$ cat config.mk
export PLATFORM = sky130hd
export DESIGN_NAME = conv_adder_tree
export DESIGN_NICKNAME = d
export VERILOG_FILES = /design/src/rtl/conv_adder_tree.sv
export SDC_FILE = /design/constraint.sdc
export NUM_CORES = 2
export LEC_CHECK = 0
export ABC_AREA = 1
export BUFFER_PORTS_ARGS = -buffer_cell sky130_fd_sc_hd__buf_2
export CORE_MARGIN = 5
export CORE_UTILIZATION = 49
export CTS_CLUSTER_SIZE = 8
export DETAILED_ROUTE_END_ITERATION = 10
export HOLD_SLACK_MARGIN = 0.06
export PLACE_DENSITY = 0.68
export SLEW_MARGIN = 10
export SYNTH_ARGS = -nofsm -noshare
export SYNTH_HDL_FRONTEND = slang
export SYNTH_SLANG_ARGS = --single-unit
export TNS_END_PERCENT = 30
$ cat constraint.sdc
create_clock -name clk -period 2.7 [get_ports clk]
set_input_delay 0.27 -clock clk [delete_from_list [all_inputs] [get_ports clk]]
set_output_delay 0.27 -clock clk [all_outputs]
set_load 0.01 [all_outputs]
$ cat src/rtl/conv_adder_tree.sv
// Pipelined signed adder tree for convolution: sums KERNEL_SIZE^2 products exactly,
// adds a bias and saturates to DATA_WIDTH. One global stall driven by out_ready.
module conv_adder_tree #(
  parameter int DATA_WIDTH  = 32,
  parameter int KERNEL_SIZE = 3
) (
  input  logic                                          clk,
  input  logic                                          reset,
  input  logic [KERNEL_SIZE*KERNEL_SIZE*DATA_WIDTH-1:0] products,
  input  logic [DATA_WIDTH-1:0]                         bias,
  input  logic                                          in_valid,
  output logic                                          in_ready,
  output logic [DATA_WIDTH-1:0]                         sum,
  output logic                                          saturated,
  output logic                                          out_valid,
  input  logic                                          out_ready
);

  localparam int N      = KERNEL_SIZE * KERNEL_SIZE;
  localparam int LEVELS = $clog2(N);
  localparam int ACC_W  = DATA_WIDTH + LEVELS + 1;

  // Number of live elements at tree level k (level 0 is the capture stage).
  function automatic int lvl_cnt(input int k);
    int c;
    c = N;
    for (int i = 0; i < k; i++) c = (c + 1) / 2;
    return c;
  endfunction

  // All levels share one flat register array; this is where level k starts.
  function automatic int lvl_off(input int k);
    int o;
    o = 0;
    for (int i = 0; i < k; i++) o += lvl_cnt(i);
    return o;
  endfunction

  function automatic logic signed [ACC_W-1:0] sext(input logic [DATA_WIDTH-1:0] x);
    return {{(ACC_W-DATA_WIDTH){x[DATA_WIDTH-1]}}, x};
  endfunction

  localparam int TOT  = lvl_off(LEVELS + 1);
  localparam int ROOT = lvl_off(LEVELS);

  localparam logic signed [ACC_W-1:0] SAT_MAX =
    {{(ACC_W-DATA_WIDTH+1){1'b0}}, {(DATA_WIDTH-1){1'b1}}};
  localparam logic signed [ACC_W-1:0] SAT_MIN =
    {{(ACC_W-DATA_WIDTH+1){1'b1}}, {(DATA_WIDTH-1){1'b0}}};

  logic signed [ACC_W-1:0] tree_q [TOT];
  logic signed [ACC_W-1:0] tree_d [TOT];
  logic signed [ACC_W-1:0] bias_q [LEVELS+1];
  logic        [LEVELS:0]  vld_q;
  logic signed [ACC_W-1:0] total;
  logic [DATA_WIDTH-1:0]   sum_d;
  logic                    sat_d;
  logic                    advance;

  assign advance  = !(out_valid && !out_ready);
  assign in_ready = advance;

  for (genvar i = 0; i < N; i++) begin : g_capture
    assign tree_d[i] = sext(products[i*DATA_WIDTH +: DATA_WIDTH]);
  end

  for (genvar k = 1; k <= LEVELS; k++) begin : g_level
    localparam int PREV_CNT = lvl_cnt(k - 1);
    localparam int PREV_OFF = lvl_off(k - 1);
    localparam int CUR_OFF  = lvl_off(k);
    for (genvar j = 0; j < lvl_cnt(k); j++) begin : g_node
      if (2*j + 1 < PREV_CNT) begin : g_add
        assign tree_d[CUR_OFF+j] = tree_q[PREV_OFF+2*j] + tree_q[PREV_OFF+2*j+1];
      end else begin : g_pass
        assign tree_d[CUR_OFF+j] = tree_q[PREV_OFF+2*j];
      end
    end
  end

  // ACC_W leaves headroom for N products plus the bias, so total never wraps.
  assign total = tree_q[ROOT] + bias_q[LEVELS];

  // NOTE: combinational outputs get a default before any branch so no latch is inferred.
  always_comb begin
    sum_d = total[DATA_WIDTH-1:0];
    sat_d = 1'b0;
    if (total > SAT_MAX) begin
      sum_d = SAT_MAX[DATA_WIDTH-1:0];
      sat_d = 1'b1;
    end else if (total < SAT_MIN) begin
      sum_d = SAT_MIN[DATA_WIDTH-1:0];
      sat_d = 1'b1;
    end
  end

  // NOTE: state is assigned with <= so every stage samples the previous stage's old value.
  always_ff @(posedge clk) begin
    if (reset) begin
      // NOTE: data registers clear too; they are plain flops, not a RAM, and no stale partial sum survives reset.
      tree_q    <= '{default: '0};
      bias_q    <= '{default: '0};
      vld_q     <= '0;
      out_valid <= 1'b0;
      sum       <= '0;
      saturated <= 1'b0;
    end else if (advance) begin
      tree_q    <= tree_d;
      bias_q[0] <= sext(bias);
      for (int s = 1; s <= LEVELS; s++) bias_q[s] <= bias_q[s-1];
      vld_q[0]  <= in_valid;
      for (int s = 1; s <= LEVELS; s++) vld_q[s] <= vld_q[s-1];
      out_valid <= vld_q[LEVELS];
      sum       <= sum_d;
      saturated <= sat_d;
    end
  end

endmodule

==> flow_summary.ini <==
[synthesis]
async_flop_share_pct = 0
synth_seq_cells = 863
ys_warn_count = 0
yosysUniqueCellTypes = 50
yosysSeqAreaShare_pct = 36.1
netlist_area_um2 = 47900
synthCells = 6966
synth-edff-count = 0
synth.avg_cell_area_um2 = 6.88
ys.flop_type = dfxtp_1
syn_nets = 7601

[sta]
max_freq_mhz = 384
clock_skew_ns = 0.0389
rsz0062_at_grt = yes
final.min_clock_period_ns = 2.60
slew_headroom_pct = 48.7
worst_slack_ns = 0.0981
finalHoldViolCount = 0
whs_ns = 0.335
fin_crit_sh_pct = 96.4
worst_slew_pin_slew_ns = 0.762
slew_violations = 0
finalSetupViolCount = 0

[outcome]
status = completed

[final_layout]
fillCellCount = 9147
layout.area.seq_um2 = 17300
final_core_util_pct = 60.5
fin_cells = 8915
final_cell_mix = 1459 x nor2_1, 990 x o21ai_0, 871 x nand2_1, 857 x dfxtp_1, 782 x inv_1
fin_nets = 8255
synthToLayoutAreaGrowth_pct = 22.4
drive_gt1_share_pct = 10.9
layout_commonest_cell = nor2_1
multi_input_area_um2 = 27000

[placed_design]
dp_hpwl_um = 112000
dpl.cell_count = 8437
io_buffers = 358
place_ws_ns = -0.0230
gp_congestion = 0.932

[global_route]
grt_pass1_vias = 46000
antenna_found_initial = 4
grt_overflow = 0
grt_pass1_wl_um = 243000
grt_start_max_net_pins = 159
grt_usage_pct = 28.5

[clocking]
numCtsBuffers = 119
cts_tree = done
cts_sinks = 863
cts.clk_slew.worst_paths_ns = 0.05
clk_path_buf_depth = 3
clkLatencyLatePin_ns = 0.72
htree_num_levels = 3
cts_root_buffer = clkbuf_16

[route]
vias = 47300
drcViolationCount = 0
via_per_inst = 5.30
routed_wl_um = 153000
drt_iter0_drc = 3363
wire_per_inst_um = 17.2
dr.pass1.iters = 8
antenna_left = 0

[critical_path]
crit_type = flip-flop to flip-flop
path_cells = ha_2 -> inv_1 -> fa_2 -> inv_2 -> a31oi_4 -> o21ai_4 -> nand2_1 -> nand2_2 -> nand2_2 -> nand2_2 -> nand2_1 -> nand2_1 -> nand3_2 -> a21oi_4 -> buf_6 -> clkbuf_16 -> a21oi_2
crit_slowest_cell = fa_2
critPathBufInv = 4
required_ns = 3.27
cp-end-kind = flip-flop
crit_family = adder cells
critPathMaxFanout = 8
cp.arrival_ns = 3.17
startpoint_type = flip-flop
cp_slowest_stage_delay_ns = 0.39

[power_and_ir_drop]
p_per_area_nw_per_um2 = 607
ir_drop_mv = 0.498
leakage_nw = 30.2
total_power_mw = 35.6

[floorplanning]
rows = 114
die_w_um = 323
io-pin-count = 359
die-area_um2 = 104000
core_um2 = 96900
fp.dieH_um = 323
initial_utilization_pct = 49.5

[hold_path]
hold_path_class = input port to flip-flop

[flow_run]
maxCapViolCount = 0
final cells by class:
type                    count  share of cell area [%]
diodes                      3                  0.0128
clock buffers             129                    5.21
clock inverters             8                   0.303
inverters                 790                    5.09
multi-input cells        5025                    46.1
flip-flops and latches    863                    29.5
well taps                1276                    2.72
repair buffers            821                    11.1
layer usage:
metal	share of wire [%]	vias to the layer above	track usage (%)
met2	47	1072	49.8
met3	4.2	270	3.36
met4	3.4	0	8.68
li1	-	24100	-
met1	45	21800	37.2
met5	0	-	0
path summary, 6_finish.rpt:
check | startpoint | end | slack [ns] | cells past startpoint
worst max-delay path | tree_q[0] | sum[28] | 0.1 | 17
worst min-delay path | products[95] | tree_q[660] | 0.33 | 4
worst max register to register | tree_q[0] | sum[28] | 0.1 | 17
worst min register to register | bias_q[151] | bias_q[151] | 0.47 | 2
flip-flops by register name, summed over array words and instances, names as in the netlist:
name and count:
vld_q 5, out_valid 1, tree_q 568, bias_q 160, saturated 1, tree_d 96, sum 32
synth_stat cells (2+ instances only):
library cell,n,area (um2)
o21ai_0,996,4980
nand4_1,18,113
o211ai_1,74,556
o21bai_1,143,1070
a31oi_1,38,238
buf_6,6,67.6
o31ai_1,2,15.0
o21a_1,22,165
nor2_1,1465,5500
ha_1,302,3780
dfxtp_1,863,17300
inv_2,2,7.51
o2111ai_1,2,17.5
fa_1,9,180
o221ai_1,28,245
xnor2_1,67,587
inv_1,787,2950
o21ai_1,24,120
nand2_1,886,3330
a2111oi_0,8,70.1
o21bai_2,7,78.8
and3_1,2,12.5
buf_1,12,45.0
nand3_1,219,1100
or2_2,6,37.5
nand3_2,5,50.1
nor4_1,7,43.8
nor3_1,44,220
clkbuf_1,270,1010
a21oi_2,33,289
nor2_2,12,75.1
a21o_1,43,323
a221oi_1,12,105
nand2_2,18,113
nand3b_1,2,15.0
xor2_1,78,683
a21oi_1,404,2020
a21boi_0,34,255
a31o_2,5,43.8
repair_timing:
item | in CTS | in global routing
hold endpoints to repair | 327 | 0
cloned | 1 | 3
hold buffers | 323 | 0
resized for setup | 9 | 130
buffers inserted | 3 | 9
pin swaps | 2 | 19
setup endpoints to repair | 28 | 73
power by group:
part | leakage [nW] | switching (mW) | internal (mW)
combinational | 21.5 | 4.41 | 2.99
clock | 1.58 | 5.49 | 7.87
sequential | 7.13 | 0.899 | 13.9
worst min-delay path: stages:
cell and delay, ns:
dlygate4sd3_1 0.52, buf_2 0.09, o21ai_0 0.07, nor2_1 0.07
cells by family after synthesis:
| logic type | Yosys count | share of synthesized area (%) |
|---|---|---|
| buffers and inverters | 1078 | 8.54 |
| AO/OA/AOI/OAI | 1881 | 22.3 |
| AND/OR/NAND/NOR | 2688 | 22.2 |
| adder cells (fa/ha/maj) | 311 | 8.27 |
| XOR/XNOR | 145 | 2.65 |
| flip-flops | 863 | 36.1 |
stage by stage:
stage                     instance area [um2]  TNS, ns
after global placement                  51500        0
after global routing                    58600   -0.534
after detailed placement                51500  -0.0381
final                                   58600        0
after CTS                               58000        0
after floorplan                         47900        0
Power figures use the tool's default switching activity.
